File: config.mk
export PLATFORM = sky130hd
export DESIGN_NAME = frame_arbiter
export DESIGN_NICKNAME = d
export VERILOG_FILES = /design/src/rtl/frame_arbiter.sv
export SDC_FILE = /design/constraint.sdc
export NUM_CORES = 1
export LEC_CHECK = 0
export BUFFER_PORTS_ARGS = -buffer_cell sky130_fd_sc_hd__buf_2
export CAP_MARGIN = 20
export CELL_PAD_IN_SITES_DETAIL_PLACEMENT = 0
export CELL_PAD_IN_SITES_GLOBAL_PLACEMENT = 2
export CORE_ASPECT_RATIO = 0.75
export CORE_MARGIN = 8
export CORE_UTILIZATION = 17
export CTS_BUF_LIST = sky130_fd_sc_hd__clkbuf_4
export DETAILED_ROUTE_END_ITERATION = 16
export PLACE_DENSITY_LB_ADDON = 0.3
export REMOVE_ABC_BUFFERS = 1
export SKIP_LAST_GASP = 1
export SYNTH_ARGS = -nofsm -noshare
export SYNTH_HDL_FRONTEND = slang
export SYNTH_SLANG_ARGS = --single-unit
File: constraint.sdc
create_clock -name CLK -period 1.9 [get_ports CLK]
set_clock_uncertainty 0.05 [all_clocks]
set_input_delay 0.19 -clock CLK [delete_from_list [all_inputs] [get_ports CLK]]
set_output_delay 0.19 -clock CLK [all_outputs]
set_load 0.05 [all_outputs]
File: src/rtl/frame_arbiter.sv
// Round-robin frame arbiter: merges N_CH framed streams, holding each grant until TLAST is accepted.
// Optional FRAME_TIMEOUT_EN: a granted source idle for TIMEOUT_CYCLES gets an abort footer and its remainder flushed.
module frame_arbiter #(
  parameter int N_CH           = 4,
  parameter int DATA_WIDTH     = 64,
  parameter int TIMEOUT_CYCLES = 256
) (
  input  logic                         CLK,
  input  logic                         RESETN,
  input  logic [N_CH*DATA_WIDTH-1:0]   S_TDATA,
  input  logic [N_CH-1:0]              S_TVALID,
  input  logic [N_CH-1:0]              S_TLAST,
  output logic [N_CH-1:0]              S_TREADY,
  output logic [DATA_WIDTH-1:0]        M_TDATA,
  output logic                         M_TVALID,
  output logic                         M_TLAST,
  input  logic                         M_TREADY,
  output logic [$clog2(N_CH)-1:0]      GRANT_ID,
  output logic                         BUSY,
  output logic [31:0]                  FRAME_CNT,
  output logic [15:0]                  ABORT_CNT
);
  localparam int GW = $clog2(N_CH);

  typedef enum logic [1:0] {IDLE, GRANT, ABORT, FLUSH} state_t;

  state_t                state;
  logic [GW-1:0]         last_grant;
  logic [GW-1:0]         sel;
  logic                  vld_g;
  logic                  last_g;
  logic                  hs_g;
  logic [DATA_WIDTH-1:0] s_word [N_CH];

  for (genvar k = 0; k < N_CH; k++) begin : g_unpack
    assign s_word[k] = S_TDATA[k*DATA_WIDTH +: DATA_WIDTH];
  end

  assign vld_g  = S_TVALID[GRANT_ID];
  assign last_g = S_TLAST[GRANT_ID];
  assign hs_g   = vld_g & M_TREADY;
  assign BUSY   = (state != IDLE);

  // First requester after last_grant wins, so the previous owner has lowest priority.
  always_comb begin : rr_select
    int   idx;
    logic found;
    idx   = 0;
    found = 1'b0;
    sel   = last_grant;
    for (int i = 1; i <= N_CH; i++) begin
      idx = (int'(last_grant) + i) % N_CH;
      if (!found && S_TVALID[GW'(idx)]) begin
        found = 1'b1;
        sel   = GW'(idx);
      end
    end
  end

  always_comb begin
    M_TDATA  = '0;
    M_TVALID = 1'b0;
    M_TLAST  = 1'b0;
    S_TREADY = '0;
    case (state)
      GRANT: begin
        M_TDATA            = s_word[GRANT_ID];
        M_TVALID           = vld_g;
        M_TLAST            = last_g;
        S_TREADY[GRANT_ID] = M_TREADY;
      end
`ifdef FRAME_TIMEOUT_EN
      ABORT: begin
        M_TDATA  = {8'hEE, 8'(GRANT_ID), {(DATA_WIDTH-16){1'b0}}};
        M_TVALID = 1'b1;
        M_TLAST  = 1'b1;
      end
      FLUSH: S_TREADY[GRANT_ID] = 1'b1;
`endif
      default: ;
    endcase
  end

`ifdef FRAME_TIMEOUT_EN
  localparam int TW = $clog2(TIMEOUT_CYCLES + 1);
  logic [TW-1:0] to_cnt;
`else
  // TIMEOUT_CYCLES only matters for the timeout build.
  assign ABORT_CNT = 16'(0 * TIMEOUT_CYCLES);
`endif

  always_ff @(posedge CLK or negedge RESETN) begin
    if (!RESETN) begin
      state      <= IDLE;
      GRANT_ID   <= GW'(N_CH - 1);
      last_grant <= GW'(N_CH - 1);
      FRAME_CNT  <= '0;
`ifdef FRAME_TIMEOUT_EN
      ABORT_CNT  <= '0;
      to_cnt     <= '0;
`endif
    end else begin
      case (state)
        IDLE: begin
          if (|S_TVALID) begin
            GRANT_ID <= sel;
            state    <= GRANT;
`ifdef FRAME_TIMEOUT_EN
            to_cnt   <= '0;
`endif
          end
        end
        GRANT: begin
          if (hs_g) begin
`ifdef FRAME_TIMEOUT_EN
            to_cnt <= '0;
`endif
            if (last_g) begin
              FRAME_CNT  <= FRAME_CNT + 32'd1;
              last_grant <= GRANT_ID;
              state      <= IDLE;
            end
          end
`ifdef FRAME_TIMEOUT_EN
          // Only a silent source counts; downstream backpressure never aborts.
          else if (!vld_g) begin
            to_cnt <= to_cnt + TW'(1);
            if (to_cnt == TW'(TIMEOUT_CYCLES - 1)) state <= ABORT;
          end
`endif
        end
`ifdef FRAME_TIMEOUT_EN
        ABORT: begin
          if (M_TREADY) begin
            if (ABORT_CNT != 16'hFFFF) ABORT_CNT <= ABORT_CNT + 16'd1;
            last_grant <= GRANT_ID;
            state      <= FLUSH;
          end
        end
        FLUSH: begin
          if (vld_g && last_g) state <= IDLE;
        end
`endif
        default: state <= IDLE;
      endcase
    end
  end

endmodule

# Word level (Yosys, flattened, before mapping)
# Index checks and enable logic that the tools add are counted.
[word_totals] regBits=38 latch_bits=0 ramBits=0 mem_bits_ro=0 inputBits=267 out_inout_bits=121 elab_cells=72 n_memories=0
[op_classes] n_addsub=5 mul=0 n_div=0 magnitude_cmp=7 n_eq_ne=4 shift=0 mux=36 n_bitwise=3 n_reduce_logical=13
[ops] cell="$mux 64" n=3
[ops] cell="$bmux 64 s2" n=1
[ops] cell="$add 32x1->32 const B" n=1
[ops] cell="$lt 2x4->1 const B" n=4
[ops] cell="$mux 1" n=16
[ops] cell="$mux 2" n=7
[ops] cell="$bmux 1 s2" n=6
[ops] cell="$ne 2x2->1 const B" n=3
[ops] cell="$reduce_and 3->1" n=2
[ops] cell="$add 2x1->2 const B" n=2
[ops] cell="$add 2x2->2 const B" n=2
[ops] cell="$and 4x4->4" n=1
[ops] cell="$logic_and 1x1->1" n=4
[ops] cell="$mux 4" n=1
[ops] cell="$pmux 2 s2" n=1
[ops] cell="$reduce_or 4->1" n=1
[ops] cell="$ge 3x3->1 const B" n=1
[ops] cell="$logic_not 1->1" n=3
[ops] cell="$lt 2x3->1 const B" n=1
[ops] cell="$not 2->3" n=1
[ops] cell="$demux 1 s2" n=1
[ops] cell="$eq 2x1->1 const B" n=1
[ops] cell="$ge 2x1->1 const B" n=1
[ops] cell="$logic_not 2->1" n=1
[ops] cell="other kinds (3)" n=3

# Logic depth before layout (Yosys ltp)
[depth] word_depth=14 ltp_mapped=6 ltp_nobuf=6

# Worst setup path before layout
# Ideal clock, no wire load.
[synth_timing] path_type="register to output" from="register GRANT_ID[0]" to="output port M_TDATA[37]" arrival_time_ns=2.248 required_time_ns=1.660 slack_ns=-0.588 stages_incl_launch_ff=6 n_path_buf=3 path_cell_list="dfstp_2 -> buf_2 -> buf_2 -> buf_4 -> mux4_2 -> and2_1"
[synth_via] elab_chain_len=5
[synth_rtl] element="start, declared" line_no="18" source="output logic [$clog2(N_CH)-1:0] GRANT_ID,"
[synth_rtl] element="start signal, assigned" line_no="95" source="GRANT_ID <= GW'(N_CH - 1);"
[synth_rtl] element="start signal, assigned" line_no="106" source="GRANT_ID <= sel;"
[synth_rtl] element="$not 2->3 (not written as such)" line_no="67" source="M_TDATA = s_word[GRANT_ID];"
[synth_rtl] element="$bmux 64 s2" line_no="67"
[synth_rtl] element="$mux 64 (not written as such) (2 in a row)" line_no="67"
[synth_rtl] element="$mux 64" line_no="65" source="case (state)"
[synth_rtl] element="end, declared" line_no="14" source="output logic [DATA_WIDTH-1:0] M_TDATA,"
# No other way between the ends. The select of a mux whose other input is x is not followed.

# Worst setup path in the final report
[layout_timing] from="register GRANT_ID[0]" to="output port M_TDATA[13]"
# The elaborated chain is that of the path after synthesis.

==> flow_metrics.py <==
metrics = {
    "hold_path": {
        "min-delay-path-class": "in2reg",
        "holdPathStages": 3,
        "hold_path_startpoint": "S_TVALID[3]",
    },
    "worst_setup_path": {
        "worst-setup-path-type": "reg2out",
        "worst_path_dominant_cell_family": "flip-flops",
        "cell_by_cell_listing_of_the_critical_path": "buf_6 > buf_12 > buf_16 > mux4_2 > and2_4 > buf_6",
        "reg2reg_depth": 7,
        "worst_setup_path_end_kind": "output port",
        "crit_path_dat_ns": 2.22,
        "timing.critical_path.slowest_cell_delay_ns": 0.69,
        "timing.critical_path.from_type": "flop",
        "worstPathMaxFanout": 6,
        "critical_path_depth": 6,
        "critical_path_required_ns": 1.66,
        "cp_common_cell": "buf_6",
        "worst_r2r_startpoint": "GRANT_ID[0]$_DFFE_PN1P_",
        "timing.critical_path.buf_inv": 4,
        "crit_start": "GRANT_ID[0]$_DFFE_PN1P_",
        "critical_path.slowest_cell": "dfstp_4",
    },
    "global_routing": {
        "grt_antenna_before_repair": 11,
        "grt_pass1_vias": 5276,
        "grt_usage": 0.1921,
        "grt_start_max_net_pins": 68,
        "first_pass_grt_wire_length_mm": 39.50,
        "overflow": 0,
    },
    "place": {
        "globalplace.congestion": 0.9754,
        "placement.io_buffers": 371,
        "place.detailed.hpwl_mm": 23.59,
    },
    "die": {
        "die_x_um": 192.0,
        "core.rowCount": 48,
        "fp.dieArea_mm2": 0.02843,
        "fp.dieH_um": 148.0,
        "io_pins": 388,
        "fp.coreArea_mm2": 0.02294,
        "effective_utilization_at_floorplan": 0.1722,
    },
    "sta": {
        "final.period_utilization": 1.293,
        "final_critical_path_setup_slack_ns": -0.5573,
        "rsz0062_at_grt": "true",
        "hold_slack_ns": 0.1854,
        "worst_slew_pin_slew_ns": 0.6309,
        "fmaxAchievable_mhz": 406.9,
        "setup-violations-final": 105,
        "period_needed_ns": 2.457,
        "max_transition_margin": 0.5794,
        "report.final.hold_viol_count": 0,
        "finalMaxSlewViolations": 0,
    },
    "pwr": {
        "finalPower_w": 0.01308,
        "proportion_of_total_power_due_to_net_switching": 0.5177,
        "share_clk_of_total_power": 0.054,
        "switchingPower_w": 0.006774,
        "internal_power_w": 0.006311,
        "combinationalPowerShare": 0.862,
        "irDropWorstVdd_mv": 0.7449,
        "p_leak_nw": 3.809,
        "power_density_relative_to_cell_area_mw_per_mm2": 1699,
        "seq_power_share": 0.084,
    },
    "logic_synthesis": {
        "syn-mean-instance-area_um2": 11.29,
        "synth_cell_types": 37,
        "synth.cells.most_frequent": "and2_1, mux4_2, dfrtp_1, nor2_1, xor2_1",
        "synth-async-reset-ratio": 1.000,
        "synth_edf_count": 0,
        "synth_warnings": 0,
        "yosys_most_used_dff": "dfrtp_1",
        "syn_inst": 350,
        "synth.top_cell.area_share": 0.3705,
        "mappedNetlistArea_mm2": 0.003951,
        "synthesized_flop_and_latch_total": 37,
        "post-synth-top-area-cell": "mux4_2",
        "synth_seq_area_share": 0.2356,
        "netlist_top_cells_area": "mux4_2, dfrtp_1, and2_1",
    },
    "cts": {
        "cts_htree_levels": 2,
        "worstSkewPairLatency_ns": 0.36,
        "cts_tree": "yes",
        "cts.reportedPaths.clkPinSlew_ns": 0.12,
        "cts_buffers": 5,
        "cts_root_buffer_type": "clkbuf_4",
        "cts.path.max_buffers": 2,
        "clock-sinks": 37,
    },
    "final_layout": {
        "multi_input_area_mm2": 0.003090,
        "num-fill-cells": 2447,
        "post_route_cells_drive_above_1_share": 0.7484,
        "layout-area-overhead-vs-synth_pct": 94.97,
        "regArea_um2": 939.7,
        "net_count_final": 1038,
    },
    "routing": {
        "via_per_inst": 4.398,
        "detail_route.first_pass.iterations": 7,
        "detailedRoute.firstIterationViolations": 217,
        "avgRoutedWirePerCell_um": 26.18,
        "routed-via-count": 4754,
        "drc": 0,
        "finalWirelength_mm": 28.30,
        "drt.antenna.violating_nets": 0,
    },
    "outcome": {
        "violations": "negative setup slack",
        "outcome": "finished, violations left",
    },
    "flow_run": {
        "max_cap_viol_count": 0,
    },
}
-- layout make-up --
| type | instances | area share |
|---|---|---|
| Timing Repair Buffer | 437 | 0.4062 |
| Multi-Input combinational cell | 278 | 0.4012 |
| Sequential cell | 37 | 0.1220 |
| Tap cell | 300 | 0.04873 |
| Clock inverter | 3 | 0.008446 |
| Inverter | 11 | 0.005360 |
| Clock buffer | 5 | 0.004873 |
| Antenna cell | 10 | 0.003248 |
-- registers in the layout (all words and copies together) (netlist names) --
register    count
GRANT_ID        2
state           1
FRAME_CNT      32
last_grant      2
-- worst min-delay path: stages --
cell     delay [ns]
buf_2          0.15
a21oi_1        0.18
a21oi_1        0.09
-- through the flow --
stage                     area, um^2  worst slack [ns]    util  std cells  TNS [ns]
after floorplan                 3777            -1.597       -        325   -140.49
after global placement          6331           -0.2552  0.2760       1029    -13.51
after detailed placement        6331           -0.2564  0.2760       1029    -15.15
after CTS                       7562           -0.5871  0.3296       1067    -45.90
after global routing            7701           -0.6447  0.3357       1080    -53.34
final                           7704           -0.5573  0.3358       1081    -44.13
-- placed cells by master, fill, tap and decap left out, types with 2 or more instances in the layout --
cell	count
diode_2	10
clkbuf_4	5
nor3_2	5
nand4_1	7
nand3_1	10
buf_8	8
xor2_1	19
dfrtp_1	32
nor2_2	7
and3_1	3
xnor2_2	3
nand3_4	3
a21oi_1	2
nor3_4	4
bufinv_16	2
mux4_2	65
xnor2_1	9
dfstp_2	2
nor2_4	6
buf_4	41
nand2_1	13
buf_2	299
and2_1	46
buf_16	9
and2_4	19
nand2_2	2
and3_4	2
conb_1	16
dfstp_4	2
nand4_4	2
inv_1	11
o21ai_0	3
nor3_1	3
nor2_1	9
mux2i_4	2
buf_12	5
buf_6	73
-- per-layer routing --
layer / global-route usage / routed length [um]
met1: 0.2223 / 10620
met4: 0.05069 / 520
met3: 0.03696 / 1825
met2: 0.3551 / 15300
met5: 0 / 27
-- power groups by stage --
stage | logic [W] | registers (W) | clock network [W]
after floorplan | 0.00542 | 0.00183 | 0
after global placement | 0.00849 | 0.00113 | 0
after detailed placement | 0.00853 | 0.00113 | 0
after CTS | 0.0112 | 0.00109 | 0.000724
after global routing | 0.0117 | 0.00112 | 0.000765
final | 0.0113 | 0.00110 | 0.000704
-- final timing paths --
check	end	slack, ns
max	M_TDATA[13]	-0.56
min	GRANT_ID[0]$_DFFE_PN1P_	0.19
max reg2reg	FRAME_CNT[9]$_DFFE_PN0P_	-0.36
min reg2reg	FRAME_CNT[31]$_DFFE_PN0P_	0.43
max in group asynchronous	FRAME_CNT[23]$_DFFE_PN0P_	0.93
min in group asynchronous	FRAME_CNT[20]$_DFFE_PN0P_	0.31
-- cells by family after synthesis --
logic type,count (synthesis),synth area share
other cells,1,0.0009491
flops,37,0.2356
mux,70,0.3838
simple gates,148,0.2194
compound gates,11,0.01964
fa+ha+maj,1,0.003166
buf+inv,51,0.06871
xor+xnor,31,0.06871
-- timing repair --
item                                    CTS  global route
pin swaps                                14            12
endpoints found under the setup margin  104           107
hold buffers                              1             0
gates resized for setup                 223            17
cloned                                    8             1
buffers inserted                         23             4
endpoints found under the hold margin    20             0
(Power assumes the default switching activity.)
